<file path="src/rtl/div_pkg.sv">
// Shared types and constants for the sequential restoring divider.
package div_pkg;

  typedef enum logic [1:0] {
    IDLE,
    RUN,
    DONE
  } state_t;

  localparam int DVD_W = 8;
  localparam int DVS_W = 4;
  localparam int ITER  = 8;
  localparam int CNT_W = 3;

  localparam logic [CNT_W-1:0] LAST_CNT = CNT_W'(ITER - 1);

endpackage

</file>
<file path="src/rtl/div_step.sv">
// One combinational restoring-division step: shift in a bit, trial-subtract.
module div_step
  import div_pkg::*;
(
  input  logic [DVS_W-1:0] rem,
  input  logic             bit_in,
  input  logic [DVS_W-1:0] dvs,
  output logic [DVS_W-1:0] rem_next,
  output logic             q_bit
);

  logic [DVS_W:0] trial;
  logic [DVS_W:0] diff;

  always_comb begin
    trial = {rem, bit_in};
    diff  = trial - {1'b0, dvs};
    if (trial >= {1'b0, dvs}) begin
      rem_next = diff[DVS_W-1:0];
      q_bit    = 1'b1;
    end else begin
      rem_next = trial[DVS_W-1:0];
      q_bit    = 1'b0;
    end
  end

endmodule

</file>
<file path="src/rtl/seq_divider.sv">
// 8/4 unsigned sequential restoring divider, one quotient bit per clock.
// Optional divide-by-zero shortcut: SEQ_DIVIDER_DIVZERO_DETECT_EN.
module seq_divider
  import div_pkg::*;
(
  input  logic             clk,
  input  logic             rst,
  input  logic             start,
  input  logic [DVD_W-1:0] dividend,
  input  logic [DVS_W-1:0] divisor,
  output logic [DVD_W-1:0] quotient,
  output logic [DVS_W-1:0] remainder,
  output logic             busy,
  output logic             done,
  output logic             dbz
);

  state_t state;
  state_t state_next;

  logic [CNT_W-1:0] cnt;
  logic [DVD_W-1:0] dvd;
  logic [DVS_W-1:0] dvs;
  logic [DVS_W-1:0] rem;
  logic [DVD_W-1:0] quo;

  logic [DVS_W-1:0] rem_next;
  logic             q_bit;
  logic [DVD_W-1:0] quo_next;

`ifdef SEQ_DIVIDER_DIVZERO_DETECT_EN
  logic zdiv;
`endif

  div_step u_step (
    .rem      (rem),
    .bit_in   (dvd[DVD_W-1]),
    .dvs      (dvs),
    .rem_next (rem_next),
    .q_bit    (q_bit)
  );

  assign quo_next = {quo[DVD_W-2:0], q_bit};

  always_comb begin
    state_next = state;
    unique case (state)
      IDLE: begin
        if (start) begin
`ifdef SEQ_DIVIDER_DIVZERO_DETECT_EN
          state_next = (divisor == '0) ? DONE : RUN;
`else
          state_next = RUN;
`endif
        end
      end
      RUN: begin
        if (cnt == LAST_CNT) state_next = DONE;
      end
      DONE: state_next = IDLE;
      default: state_next = IDLE;
    endcase
  end

  always_ff @(posedge clk) begin
    if (rst) state <= IDLE;
    else     state <= state_next;
  end

  // Normal results load on the final RUN edge so done lands one cycle
  // into DONE; the zero-divisor shortcut loads from inside DONE.
  always_ff @(posedge clk) begin
    if (rst) begin
      cnt       <= '0;
      dvd       <= '0;
      dvs       <= '0;
      rem       <= '0;
      quo       <= '0;
      quotient  <= '0;
      remainder <= '0;
      busy      <= 1'b0;
      done      <= 1'b0;
      dbz       <= 1'b0;
`ifdef SEQ_DIVIDER_DIVZERO_DETECT_EN
      zdiv      <= 1'b0;
`endif
    end else begin
      done <= 1'b0;
      unique case (state)
        IDLE: begin
          if (start) begin
            dvd       <= dividend;
            dvs       <= divisor;
            rem       <= '0;
            quo       <= '0;
            cnt       <= '0;
            quotient  <= '0;
            remainder <= '0;
            dbz       <= 1'b0;
            busy      <= 1'b1;
`ifdef SEQ_DIVIDER_DIVZERO_DETECT_EN
            zdiv      <= (divisor == '0);
`endif
          end
        end
        RUN: begin
          dvd <= {dvd[DVD_W-2:0], 1'b0};
          rem <= rem_next;
          quo <= quo_next;
          cnt <= cnt + 1'b1;
          if (cnt == LAST_CNT) begin
            quotient  <= quo_next;
            remainder <= rem_next;
            busy      <= 1'b0;
            done      <= 1'b1;
          end
        end
        DONE: begin
`ifdef SEQ_DIVIDER_DIVZERO_DETECT_EN
          if (zdiv) begin
            quotient  <= '1;
            remainder <= dvd[DVS_W-1:0];
            dbz       <= 1'b1;
            busy      <= 1'b0;
            done      <= 1'b1;
          end
`endif
        end
        default: ;
      endcase
    end
  end

endmodule

</file>
<file path="config.mk">
export PLATFORM = sky130hd
export DESIGN_NAME = seq_divider
export DESIGN_NICKNAME = d
export VERILOG_FILES = /design/src/rtl/div_pkg.sv /design/src/rtl/div_step.sv /design/src/rtl/seq_divider.sv
export SDC_FILE = /design/constraint.sdc
export NUM_CORES = 1
export LEC_CHECK = 0
export CAP_MARGIN = 40
export CORE_MARGIN = 8
export CORE_UTILIZATION = 58
export CTS_BUF_LIST = sky130_fd_sc_hd__clkbuf_2
export DETAILED_ROUTE_END_ITERATION = 10
export GPL_ROUTABILITY_DRIVEN = 0
export HOLD_SLACK_MARGIN = 0.1
export PLACE_DENSITY_LB_ADDON = 0.05
export SETUP_SLACK_MARGIN = 0.5
export SLEW_MARGIN = 0
export SYNTH_ARGS = -nofsm -noshare
export SYNTH_HDL_FRONTEND = slang
export SYNTH_SLANG_ARGS = --single-unit
</file>
<file path="constraint.sdc">
create_clock -name clk -period 4.8 [get_ports clk]
set_input_delay 0.96 -clock clk [delete_from_list [all_inputs] [get_ports clk]]
set_output_delay 0.96 -clock clk [all_outputs]
set_load 0.02 [all_outputs]
</file>
==> out/results.md <==
| Metric | Value |
|---|---|
| Max IR drop VDD | 0.188 mV |
| Leakage power | 0.814 nW |
| WL/cell | 14.2 um |
| Clock period minus final worst setup slack | 2.37 ns |
| Reg-to-reg critical path endpoint | remainder[1] |
| Sink of the worst hold path | quotient[3] |
| Clock skew after layout | 0.00603 ns |
| DRC violation count after routing | 0 |
| Area share of the largest cell type after synthesis | 47.3% |
| Proportion of layout cells with a drive suffix above 1 | 7.14% |
| Highest cell delay on the worst timing path | 0.76 ns |
| Number of sinks handled by clock tree synthesis | 42 |
| RSZ-0062 raised after global routing | no |
| Critical Path AT | 2.68 ns |
| Total track usage | 16.4% |
| Count of buffers inserted at the top-level ports | 28 |
| Cell taking the most area after synthesis | sky130_fd_sc_hd__dfxtp_1 |
| Sum of negative setup slack | 0 ns |
| Number of synthesis warnings | 0 |
| Initial core utilization | 59.7% |
| Detailed-routing iteration count for the pre-antenna-repair pass | 4 |
| Top cells by area in the synthesized netlist | sky130_fd_sc_hd__dfxtp_1 47%, sky130_fd_sc_hd__nand2_1 8.9%, sky130_fd_sc_hd__a21oi_1 5.6%, sky130_fd_sc_hd__nor2_1 5.5%, sky130_fd_sc_hd__ha_1 4.2% |
| Congestion Overflow GR | 0 |
| Footprint of the flip-flops and latches | 841 sq um |
| Register-to-register setup slack | 2.81 ns |
| Required @ worst endpoint | 5.11 ns |
| I/O pins | 30 |
| Clock-pin slew on the worst setup and hold paths | 0.19 ns |
| Net count reported at finish | 260 |
| Global-route wire length before repair | 6850 um |
| Synthesized netlist cell count | 213 |
| Setup crit start kind | input port |
| Crit-path max FO | 24 |
| DR iter-0 viols | 68 |
| Met3 capacity usage during global routing | 5.86% |
| Startpoint of the worst hold path | quotient[3] |
| Cell at the root of the clock tree | sky130_fd_sc_hd__clkbuf_2 |
| Cell-by-cell listing of the critical path | clkdlybuf4s50_1, buf_4, nor2_1, nand2_1, inv_1, a22o_1 |
| Number of global-route vias before repair | 1503 |
| Site Rows | 20 |
| Die Span Y | 71.4 um |
| Combined area of the multi-input logic cells | 856 sq um |
| Post-cts hold buffer count | 0 |
| Initial antenna violation count | 0 |
| Area of the die | 5100 sq um |
| Routing usage on met2 | 28.4% |
| H-tree levels | 2 |
| CTS Buf Count | 5 |
| Filler cells | 250 |
| Synthesized area | 1780 sq um |
| Synth-to-layout area growth | 19.5% |
| Number of setup violations in the final report | 0 |
| Flop and latch count out of synthesis | 42 |
| Result of the run | completed |
| WHS | 0.467 ns |
| Post-synth cell types | 32 |
| Measured slew at the worst slew-check pin | 0.694 ns |
| Post-DP HPWL | 2820 um |
| Commonest cells after routing, fill and taps aside | 42 x sky130_fd_sc_hd__nand2_1, 42 x sky130_fd_sc_hd__dfxtp_1, 28 x sky130_fd_sc_hd__clkdlybuf4s50_1 |
| Overall power of the completed layout | 0.714 mW |
| Peak-usage layer in the global routing report | met2 |
| Power per cell area | 336 nW/um^2 |
| Reg-to-reg critical path startpoint | dvd[7] |
| Count of pins over their slew limit | 0 |
| Count of endpoints failing hold in the final timing report | 0 |
| Max cap viols | 0 |
| Final WS setup | 2.43 ns |
| Placed cell count | 264 |
| Clock latency of the later-clocked register in the worst-skew pair | 0.39 ns |
| Met1 layer usage reported by global route | 18.1% |
| Buffers inserted during post-CTS setup optimization | 0 |
| Maximum clock path buffer count | 2 |
| Pre-CTS setup slack | 2.01 ns |
| Post-Layout Inst Area | 2130 sq um |
| Post-synthesis net count | 235 |
| Post-cts resize count | 0 |
| Post-layout instance count excluding filler cells | 271 |
| Final core utilization | 71.4% |
| Diodes inserted | 0 |
| Vias per std cell | 5.68 |
| Worst Reg-to-Reg Cells | 7 |
| Critical setup path kind | in -> reg |
| Die span in x | 71.4 um |
| Average cell area after synthesis | 8.35 sq um |
| Area of placed instances | 2070 sq um |
| Hold depth | 2 |
| Top Family by Delay on Critical Path | buffers and inverters |
| Hold Crit Class | reg -> reg |
| Share of the clock period used by the worst path after layout | 49.5% |
| Slowest-stage cell, CP | sky130_fd_sc_hd__clkdlybuf4s50_1 |
| Maximum number of pins on one net before global-route repair | 25 |
| Slew margin rel. | 53.8% |
| Total wire length | 3850 um |
| Sequential-to-total area share from yosys stat | 47.3% |
| Total via count in the routed design | 1538 |
| Antenna Violating Nets Remaining | 0 |
| Core Footprint | 2980 sq um |
| Clock tree from TritonCTS | built |
| Sum of buffers and inverters on the critical path | 3 |
| Stages on worst setup path | 6 |
| CP endpoint kind | flip-flop |
| Highest clock frequency the design can meet | 421 MHz |
-- final cells by class --
class / count / area share (%)
multi-input cells: 151 / 40.3
repair buffers: 31 / 14.2
clock inverters: 2 / 1.59
inverters: 7 / 1.24
flip-flops and latches: 42 / 39.6
clock buffers: 5 / 1.18
well taps: 33 / 1.94
-- layer usage --
metal,up-vias,wire (um)
met2,37,2050
met4,0,46
li1,771,-
met1,725,1520
met5,-,0
met3,5,235
-- sequential cells by signal, indices dropped and copies added (netlist names) --
name / count
remainder: 4
dvs: 4
busy: 1
quotient: 8
quo: 7
rem: 4
cnt: 3
dvd: 8
done: 1
state: 2
-- synthesized netlist by cell type --
master,n
sky130_fd_sc_hd__buf_2,3
sky130_fd_sc_hd__o31ai_1,4
sky130_fd_sc_hd__a21oi_1,20
sky130_fd_sc_hd__buf_4,1
sky130_fd_sc_hd__mux2i_1,1
sky130_fd_sc_hd__a22o_2,1
sky130_fd_sc_hd__fa_1,1
sky130_fd_sc_hd__nor2_1,26
sky130_fd_sc_hd__nand2b_1,4
sky130_fd_sc_hd__xnor2_1,2
sky130_fd_sc_hd__a21o_1,1
sky130_fd_sc_hd__nand2_1,42
sky130_fd_sc_hd__and2_4,2
sky130_fd_sc_hd__inv_1,7
sky130_fd_sc_hd__or2_4,1
sky130_fd_sc_hd__a2111oi_4,1
sky130_fd_sc_hd__o221ai_1,1
sky130_fd_sc_hd__a311oi_1,7
sky130_fd_sc_hd__ha_1,6
sky130_fd_sc_hd__conb_1,1
sky130_fd_sc_hd__nor2b_1,1
sky130_fd_sc_hd__nand3_1,11
sky130_fd_sc_hd__a22oi_1,7
sky130_fd_sc_hd__nor3_1,1
sky130_fd_sc_hd__a22o_1,1
sky130_fd_sc_hd__buf_1,1
sky130_fd_sc_hd__dfxtp_1,42
sky130_fd_sc_hd__nor2_2,1
sky130_fd_sc_hd__or2_2,2
sky130_fd_sc_hd__o21ai_0,5
sky130_fd_sc_hd__nand4_1,1
sky130_fd_sc_hd__clkbuf_1,8
-- logic make-up (layout without fill, tap and decap cells) --
| group | after synthesis | count (layout) | synth area share, % |
|---|---|---|---|
| other cells | 1 | 1 | 0.211 |
| simple gates | 92 | 92 | 22.4 |
| buf+inv | 20 | 45 | 4.64 |
| flops | 42 | 42 | 47.3 |
| compound gates | 48 | 48 | 18.6 |
| mux | 1 | 1 | 0.563 |
| fa+ha+maj | 7 | 7 | 5.34 |
| xor+xnor | 2 | 2 | 0.985 |
-- power breakdown --
group	internal [mW]	total, mW	switching (mW)
registers	0.365	0.376	0.0105
clock network	0.0839	0.190	0.106
logic	0.0649	0.148	0.0835
total	0.514	0.714	0.200
-- how the worst max path moves through the flow --
stage                            start           end  slack [ns]
after floorplan                  start        dvd[2]        2.89
after detailed placement           rst  remainder[3]        2.01
after global routing               rst  remainder[3]        2.34
final                              rst  remainder[3]        2.43
after global placement           start        quo[0]        1.86
after CTS                 remainder[3]  remainder[3]        2.43
-- tightest hold or removal path, cell delays in order (launching register included) --
cell and delay [ns]:
sky130_fd_sc_hd__dfxtp_1 0.35, sky130_fd_sc_hd__nand2_1 0.05, sky130_fd_sc_hd__a21oi_1 0.05
Note: power is estimated with default switching activity, not from simulation.
